<file path="src/rtl/fcmp_pkg.sv">
// fcmp_pkg: shared definitions for the pipelined FP comparator.
// Holds the compare-op encoding and the operand-width helper.
package fcmp_pkg;

    localparam logic [1:0] FCMP_FEQ  = 2'b00;
    localparam logic [1:0] FCMP_FLT  = 2'b01;
    localparam logic [1:0] FCMP_FLE  = 2'b10;
    localparam logic [1:0] FCMP_RSVD = 2'b11;

    // Operand width: sign + exponent + mantissa.
    function automatic int fcmp_w(input int exp_w, input int man_w);
        return 1 + exp_w + man_w;
    endfunction

endpackage

</file>
<file path="src/rtl/fcmp_if.sv">
// fcmp_if: request/response handshake bundle for fcmp_pipe.
// master = issuer side (drives operations, consumes results), slave = comparator.
interface fcmp_if
    import fcmp_pkg::*;
#(
    parameter int EXP_W = 8,
    parameter int MAN_W = 23,
    parameter int TAG_W = 5
);
    localparam int W = fcmp_w(EXP_W, MAN_W);

    logic             in_valid;
    logic             in_ready;
    logic [1:0]       op;
    logic [W-1:0]     x1;
    logic [W-1:0]     x2;
    logic [TAG_W-1:0] in_tag;
    logic             out_valid;
    logic             out_ready;
    logic             y;
    logic             nv;
    logic [TAG_W-1:0] out_tag;

    modport master (
        output in_valid, op, x1, x2, in_tag, out_ready,
        input  in_ready, out_valid, y, nv, out_tag
    );

    modport slave (
        input  in_valid, op, x1, x2, in_tag, out_ready,
        output in_ready, out_valid, y, nv, out_tag
    );
endinterface

</file>
<file path="src/rtl/fcmp_core.sv">
// fcmp_core: combinational sign/magnitude pre-compare of two FP operands.
// Optional feature macro: FCMP_IEEE_EN adds NaN/sNaN and both-zero detection;
// without it only signs and magnitude relations are produced.
module fcmp_core
    import fcmp_pkg::*;
#(
    parameter int EXP_W = 8,
    parameter int MAN_W = 23
) (
    input  logic [fcmp_w(EXP_W, MAN_W)-1:0] a,
    input  logic [fcmp_w(EXP_W, MAN_W)-1:0] b,
    output logic                            s1,
    output logic                            s2,
    output logic                            abs_lt,
    output logic                            abs_eq
`ifdef FCMP_IEEE_EN
    ,
    output logic                            nan,
    output logic                            snan,
    output logic                            both_zero
`endif
);
    localparam int W = fcmp_w(EXP_W, MAN_W);

    logic [W-2:0] abs1, abs2;

    assign s1     = a[W-1];
    assign s2     = b[W-1];
    assign abs1   = a[W-2:0];
    assign abs2   = b[W-2:0];
    // Magnitudes are unsigned exponent:mantissa fields, so a plain compare orders them.
    assign abs_lt = abs1 < abs2;
    assign abs_eq = abs1 == abs2;

`ifdef FCMP_IEEE_EN
    logic [EXP_W-1:0] e1, e2;
    logic [MAN_W-1:0] m1, m2;
    logic             n1, n2;

    assign e1 = a[W-2:MAN_W];
    assign e2 = b[W-2:MAN_W];
    assign m1 = a[MAN_W-1:0];
    assign m2 = b[MAN_W-1:0];
    assign n1 = (&e1) & (|m1);
    assign n2 = (&e2) & (|m2);

    assign nan       = n1 | n2;
    // Signalling NaN has the quiet bit (mantissa MSB) clear.
    assign snan      = (n1 & ~m1[MAN_W-1]) | (n2 & ~m2[MAN_W-1]);
    assign both_zero = ~(|abs1) & ~(|abs2);
`endif
endmodule

</file>
<file path="src/rtl/fcmp_pipe.sv">
// fcmp_pipe: pipelined FEQ/FLT/FLE comparator with valid/ready flow control
// and tag passthrough. STAGES selects 1 or 2 register stages.
// Optional feature macro: FCMP_IEEE_EN (NaN handling, nv flag, +0 == -0).
module fcmp_pipe
    import fcmp_pkg::*;
#(
    parameter int EXP_W  = 8,
    parameter int MAN_W  = 23,
    parameter int STAGES = 2,
    parameter int TAG_W  = 5
) (
    input  logic  clk,
    input  logic  rstn,
    fcmp_if.slave bus
);
    typedef struct packed {
        logic             s1;
        logic             s2;
        logic             alt;
        logic             aeq;
`ifdef FCMP_IEEE_EN
        logic             nan;
        logic             snan;
        logic             bz;
`endif
        logic [1:0]       op;
        logic [TAG_W-1:0] tag;
    } st1_t;

    typedef struct packed {
        logic             y;
        logic             nv;
        logic [TAG_W-1:0] tag;
    } res_t;

    // Final y/nv selection from the stage-1 compare flags.
    function automatic res_t resolve(input st1_t s);
        res_t r;
        logic lt, eq;
        lt = (s.s1 & ~s.s2) | (~s.s1 & ~s.s2 & s.alt) | (s.s1 & s.s2 & ~s.alt & ~s.aeq);
        eq = (s.s1 == s.s2) & s.aeq;
`ifdef FCMP_IEEE_EN
        if (s.bz) begin
            lt = 1'b0;
            eq = 1'b1;
        end
`endif
        r.tag = s.tag;
        r.nv  = 1'b0;
        case (s.op)
            FCMP_FEQ:  r.y = eq;
            FCMP_FLT:  r.y = lt;
            FCMP_FLE:  r.y = lt | eq;
            FCMP_RSVD: r.y = 1'b0;
        endcase
`ifdef FCMP_IEEE_EN
        if (s.nan) r.y = 1'b0;
        r.nv = (s.nan & ((s.op == FCMP_FLT) | (s.op == FCMP_FLE))) |
               (s.snan & (s.op == FCMP_FEQ));
`endif
        return r;
    endfunction

    logic c_s1, c_s2, c_alt, c_aeq;
`ifdef FCMP_IEEE_EN
    logic c_nan, c_snan, c_bz;
`endif
    logic accept;
    st1_t st1_d;

    fcmp_core #(.EXP_W(EXP_W), .MAN_W(MAN_W)) u_core (
        .a         (bus.x1),
        .b         (bus.x2),
        .s1        (c_s1),
        .s2        (c_s2),
        .abs_lt    (c_alt),
        .abs_eq    (c_aeq)
`ifdef FCMP_IEEE_EN
        ,
        .nan       (c_nan),
        .snan      (c_snan),
        .both_zero (c_bz)
`endif
    );

    assign accept = bus.in_valid & bus.in_ready;

    // Pack the incoming operation's compare flags, op and tag.
    always_comb begin
        st1_d     = '0;
        st1_d.s1  = c_s1;
        st1_d.s2  = c_s2;
        st1_d.alt = c_alt;
        st1_d.aeq = c_aeq;
`ifdef FCMP_IEEE_EN
        st1_d.nan  = c_nan;
        st1_d.snan = c_snan;
        st1_d.bz   = c_bz;
`endif
        st1_d.op  = bus.op;
        st1_d.tag = bus.in_tag;
    end

    if (STAGES == 1) begin : g_s1
        logic vld_pipe;
        res_t res_q;

        // Single stage: resolved result is the output register.
        assign bus.in_ready = ~vld_pipe | bus.out_ready;

        // Stage valid bit, refilled whenever the stage can accept.
        always_ff @(posedge clk or negedge rstn) begin
            if (!rstn)             vld_pipe <= 1'b0;
            else if (bus.in_ready) vld_pipe <= bus.in_valid;
        end

        // Result register loads only on a real accept so held outputs stay stable.
        always_ff @(posedge clk or negedge rstn) begin
            if (!rstn)       res_q <= '0;
            else if (accept) res_q <= resolve(st1_d);
        end

        assign bus.out_valid = vld_pipe;
        assign bus.y         = res_q.y;
        assign bus.nv        = res_q.nv;
        assign bus.out_tag   = res_q.tag;
    end else if (STAGES == 2) begin : g_s2
        logic [2:1] vld_pipe;
        logic       adv2;
        st1_t       st1_q;
        res_t       res_q;

        // Stage 2 accepts when empty or draining; stage 1 follows through the ready chain.
        assign adv2         = ~vld_pipe[2] | bus.out_ready;
        assign bus.in_ready = ~vld_pipe[1] | adv2;

        // Per-stage valid bits advance independently under backpressure.
        always_ff @(posedge clk or negedge rstn) begin
            if (!rstn) begin
                vld_pipe <= '0;
            end else begin
                if (bus.in_ready) vld_pipe[1] <= bus.in_valid;
                if (adv2)         vld_pipe[2] <= vld_pipe[1];
            end
        end

        // Stage-1 flag register.
        always_ff @(posedge clk or negedge rstn) begin
            if (!rstn)       st1_q <= '0;
            else if (accept) st1_q <= st1_d;
        end

        // Stage-2 result register, loaded only when stage 1 hands over a valid op.
        always_ff @(posedge clk or negedge rstn) begin
            if (!rstn)                   res_q <= '0;
            else if (vld_pipe[1] & adv2) res_q <= resolve(st1_q);
        end

        assign bus.out_valid = vld_pipe[2];
        assign bus.y         = res_q.y;
        assign bus.nv        = res_q.nv;
        assign bus.out_tag   = res_q.tag;
    end else begin : g_bad
        $error("fcmp_pipe: STAGES must be 1 or 2");
    end
endmodule

</file>
<file path="src/flat_wrapper.sv">
// flat-port wrapper written by rule: the top's interface ports become plain ports
module fcmp_pipe_flat import fcmp_pkg::*;
#(
    parameter int EXP_W  = 8,
    parameter int MAN_W  = 23,
    parameter int STAGES = 2,
    parameter int TAG_W  = 5
)
  (clk, rstn, bus_in_valid, bus_op, bus_x1, bus_x2, bus_in_tag, bus_out_ready, bus_in_ready, bus_out_valid, bus_y, bus_nv, bus_out_tag);
  fcmp_if #(.EXP_W(EXP_W), .MAN_W(MAN_W), .TAG_W(TAG_W)) bus_i ();
  input  logic clk;
  input  logic rstn;
  input wire logic [$bits(bus_i.in_valid)-1:0] bus_in_valid;
  input wire logic [$bits(bus_i.op)-1:0] bus_op;
  input wire logic [$bits(bus_i.x1)-1:0] bus_x1;
  input wire logic [$bits(bus_i.x2)-1:0] bus_x2;
  input wire logic [$bits(bus_i.in_tag)-1:0] bus_in_tag;
  input wire logic [$bits(bus_i.out_ready)-1:0] bus_out_ready;
  output wire logic [$bits(bus_i.in_ready)-1:0] bus_in_ready;
  output wire logic [$bits(bus_i.out_valid)-1:0] bus_out_valid;
  output wire logic [$bits(bus_i.y)-1:0] bus_y;
  output wire logic [$bits(bus_i.nv)-1:0] bus_nv;
  output wire logic [$bits(bus_i.out_tag)-1:0] bus_out_tag;
  assign bus_i.in_valid = bus_in_valid;
  assign bus_i.op = bus_op;
  assign bus_i.x1 = bus_x1;
  assign bus_i.x2 = bus_x2;
  assign bus_i.in_tag = bus_in_tag;
  assign bus_i.out_ready = bus_out_ready;
  assign bus_in_ready = bus_i.in_ready;
  assign bus_out_valid = bus_i.out_valid;
  assign bus_y = bus_i.y;
  assign bus_nv = bus_i.nv;
  assign bus_out_tag = bus_i.out_tag;
  fcmp_pipe #(.EXP_W(EXP_W), .MAN_W(MAN_W), .STAGES(STAGES), .TAG_W(TAG_W)) u_core (.clk(clk), .rstn(rstn), .bus(bus_i));
endmodule
</file>
<file path="config.mk">
export PLATFORM = sky130hd
export DESIGN_NAME = fcmp_pipe_flat
export DESIGN_NICKNAME = d
export VERILOG_FILES = /design/src/rtl/fcmp_pkg.sv /design/src/rtl/fcmp_if.sv /design/src/rtl/fcmp_core.sv /design/src/rtl/fcmp_pipe.sv /design/src/flat_wrapper.sv
export SDC_FILE = /design/constraint.sdc
export NUM_CORES = 1
export LEC_CHECK = 0
export CAP_MARGIN = 20
export CORE_ASPECT_RATIO = 1.2
export CORE_MARGIN = 1
export CORE_UTILIZATION = 40
export CTS_CLUSTER_DIAMETER = 60
export DETAILED_ROUTE_END_ITERATION = 6
export PLACE_DENSITY = 0.81
export SYNTH_ARGS = -nofsm -noshare
export SYNTH_HDL_FRONTEND = slang
export SYNTH_SLANG_ARGS = --single-unit
</file>
<file path="constraint.sdc">
create_clock -name clk -period 3.55 [get_ports clk]
set_input_delay 0.71 -clock clk [delete_from_list [all_inputs] [get_ports clk]]
set_output_delay 0.71 -clock clk [all_outputs]
set_load 0.01 [all_outputs]
</file>
==> flow_metrics.env <==
export IMPL_cts_clk_slew_worst_paths_ns=0.07
export IMPL_min_to="u_core.g_s2.vld_pipe[2]"
export IMPL_maxCapViolCount=0
export IMPL_cts_setup_buffers=0
export IMPL_leakage_nw=1.19
export IMPL_num_vias=1435
export IMPL_rsz0062_at_grt="false"
export IMPL_worstMarginPinSlew_ns=0.822
export IMPL_crit_chain="clkdlybuf4s50_1, nand3b_1, clkdlybuf4s50_1"
export IMPL_grt_first_pass_wirelength_um=5510
export IMPL_yosysWarnings=0
export IMPL_rows=24
export IMPL_fin_setup_tns_ns=0
export IMPL_hp_start="u_core.g_s2.vld_pipe[1]"
export IMPL_run_status="complete, no violations"
export IMPL_nets=362
export IMPL_final_cell_area_mm2=0.00250
export IMPL_wl_met2_um=1650
export IMPL_p_per_area_mw_per_mm2=275
export IMPL_worst_endpoint_arrival_ns=1.85
export IMPL_hold_violations=0
export IMPL_totalPowerFinal_uw=688
export IMPL_cts_sinks=19
export IMPL_path_class="input port to output pin"
export IMPL_peakVddDrop_mv=0.171
export IMPL_ioPinCount=84
export IMPL_start_util=0.426
export IMPL_top_layer="met4"
export IMPL_core_mm2=0.00372
export IMPL_drv_slew=0
export IMPL_syn_instance_count=168
export IMPL_min_period_over_period=0.722
export IMPL_worst_r2r_startpoint="u_core.g_s2.vld_pipe[2]"
export IMPL_htree_levels=1
export IMPL_drt_iter0_markers=18
export IMPL_cp_end_kind="output pin"
export IMPL_grt_pass1_vias=1454
export IMPL_cts_tree="built"
export IMPL_worst_setup_path_start_kind="input port"
export IMPL_wl_met3_um=165
export IMPL_cts_buffers=3
export IMPL_antenna_found_initial=0
export IMPL_place_area_mm2=0.00246
export IMPL_drt_total_wl_um=3140
export IMPL_whs_ns=0.494
export IMPL_wirelength_met1_um=1290
export IMPL_hp_class="flop to flop"
export IMPL_holdBufCountCts=0
export IMPL_whs_path_depth=1
export IMPL_postRouteAntennaNets=0
export IMPL_diodes=0
export IMPL_synth_largest_area_cell="dfrtp_1"
export IMPL_grt_max_degree=20
export IMPL_die_height_um=71.0
export IMPL_fmax_mhz=390
export IMPL_fin_crit_ns=2.56
export IMPL_clk_latency_ns=0.24
export IMPL_area_growth_syn_to_layout_pct=57.7
export IMPL_synth_area_mm2=0.00159
export IMPL_cts_root_buf="clkbuf_8"
export IMPL_worst_path_most_repeated_cell="clkdlybuf4s50_1"
export IMPL_synth_net_count=277
export IMPL_seq_area_frac_synth=0.299
export IMPL_fin_skew_ns=0.00212
export IMPL_n_fill_cell=328
export IMPL_r2r_end="u_core.g_s2.st1_q[8]"
export IMPL_overflow=0
export IMPL_hpwl_um=2820
export IMPL_r2r_slack_ns=2.03
export IMPL_synthDistinctLibCells=30
export IMPL_cpMaxStageDelayCell="clkdlybuf4s50_1"
export IMPL_cts_resized=0
export IMPL_netlist_area_leader_share=0.299
export IMPL_gp_congestion=0.700
export IMPL_crit_fanout=3
export IMPL_fp_dieW_um=59.5
export IMPL_setup_violations=0
export IMPL_io_buffers=82
export IMPL_die_area_mm2=0.00423
export IMPL_routedWlPerCell_um=10.3
export IMPL_drive_above_1_share=0.0833
export IMPL_synth_top_cells_by_area="dfrtp_1 30%, ha_1 27%, mux2_2 11%, inv_1 7.8%, a21oi_1 3.5%"
export IMPL_grt_usage=0.163
export IMPL_drc=0
export IMPL_first_pass_iters=4
export IMPL_syn_avg_cell_area_um2=9.45
export IMPL_ys_seq_elements=19
export IMPL_clock_path_buffers=2
export IMPL_viasPerCell=4.72
export IMPL_required_ns=2.84
export IMPL_rr_worst_depth=5
export IMPL_max_slew_margin_rel=0.450
export IMPL_max_stage_delay_ns=0.55
-- worst max-delay path: cells and delay by family --
kind	cells	cell delay, ns
buffers and inverters	2	1.01
AND/OR/NAND/NOR	1	0.14
-- how the worst max path moves through the flow --
stage | endpoint | startpoint | cells past startpoint
after global routing | bus_in_ready | bus_out_ready | 3
after CTS | bus_in_ready | bus_out_ready | 3
final | bus_in_ready | bus_out_ready | 3
after floorplan | u_core.g_s2.st1_q[8] | bus_x2[16] | 7
after detailed placement | u_core.g_s2.st1_q[8] | bus_x2[29] | 8
after global placement | bus_in_ready | bus_out_ready | 3
-- cell usage in the layout (no fill, tap or decap), types with 3 or more instances in the layout --
cell type / instances
a211oi_1: 3
mux2_2: 15
nand2_1: 11
nand4_1: 4
a21oi_1: 11
dfrtp_1: 19
clkbuf_8: 3
nor2_1: 5
nand2b_1: 4
ha_1: 34
o21ai_0: 5
clkdlybuf4s50_1: 82
inv_1: 33
-- synth_stat cells --
cell type / n
a211oi_1: 3
a21o_1: 1
a21oi_1: 11
a221o_1: 1
a221oi_1: 1
a22oi_1: 1
and2_1: 1
and4_1: 1
buf_4: 2
conb_1: 1
dfrtp_1: 19
ha_1: 34
inv_1: 33
mux2_2: 15
nand2_1: 11
nand2b_1: 4
nand3_1: 2
nand3b_1: 2
nand4_1: 4
nand4_2: 1
nor2_1: 5
nor2b_1: 2
nor3_1: 2
nor4_2: 1
o211ai_1: 1
o21ai_0: 5
o21ai_1: 1
o2bb2ai_1: 1
o31ai_1: 1
o31ai_2: 1
-- per-layer routing --
layer / vias to the layer above / track usage
met5: - / 0
li1: 749 / -
met2: 50 / 0.320
met4: 0 / 0.0310
met3: 4 / 0.0219
met1: 632 / 0.179
-- kinds of logic (layout without fill, tap and decap cells) --
group	Yosys count	after routing	synth area share
compound gates	28	28	0.112
fa+ha+maj	34	34	0.268
buf+inv	35	119	0.0875
flops	19	19	0.299
mux	15	15	0.106
other cells	1	1	0.00236
simple gates	36	36	0.125
-- sequential cells by signal (all words and copies together) (netlist names) --
signal,flops
u_core.g_s2.vld_pipe,2
u_core.bus.y,1
u_core.bus.out_tag,5
u_core.g_s2.st1_q,11
-- power breakdown --
part           switching (mW)  internal (mW)  total (mW)
Combinational          0.0974          0.176       0.273
Sequential             0.0200          0.254       0.274
Clock                  0.0616         0.0793       0.141
Total                   0.179          0.509       0.688
-- through the flow --
step | cells | setup WS [ns] | utilization
floorplan | 168 | 1.61 | -
global placement | 300 | 0.990 | 0.660
detailed placement | 300 | 0.965 | 0.660
CTS | 304 | 0.984 | 0.672
global route | 304 | 0.932 | 0.672
finish | 304 | 0.985 | 0.672
-- final cells by class --
class / instances / area [µm²] / share of cell area
clock buffer: 4 / 45.0 / 0.0180
timing repair buffer: 82 / 821 / 0.328
tap: 52 / 65.1 / 0.0260
inverter: 33 / 124 / 0.0495
sequential: 19 / 475 / 0.190
multi-input combinational: 114 / 973 / 0.389
(Power assumes the default switching activity.)
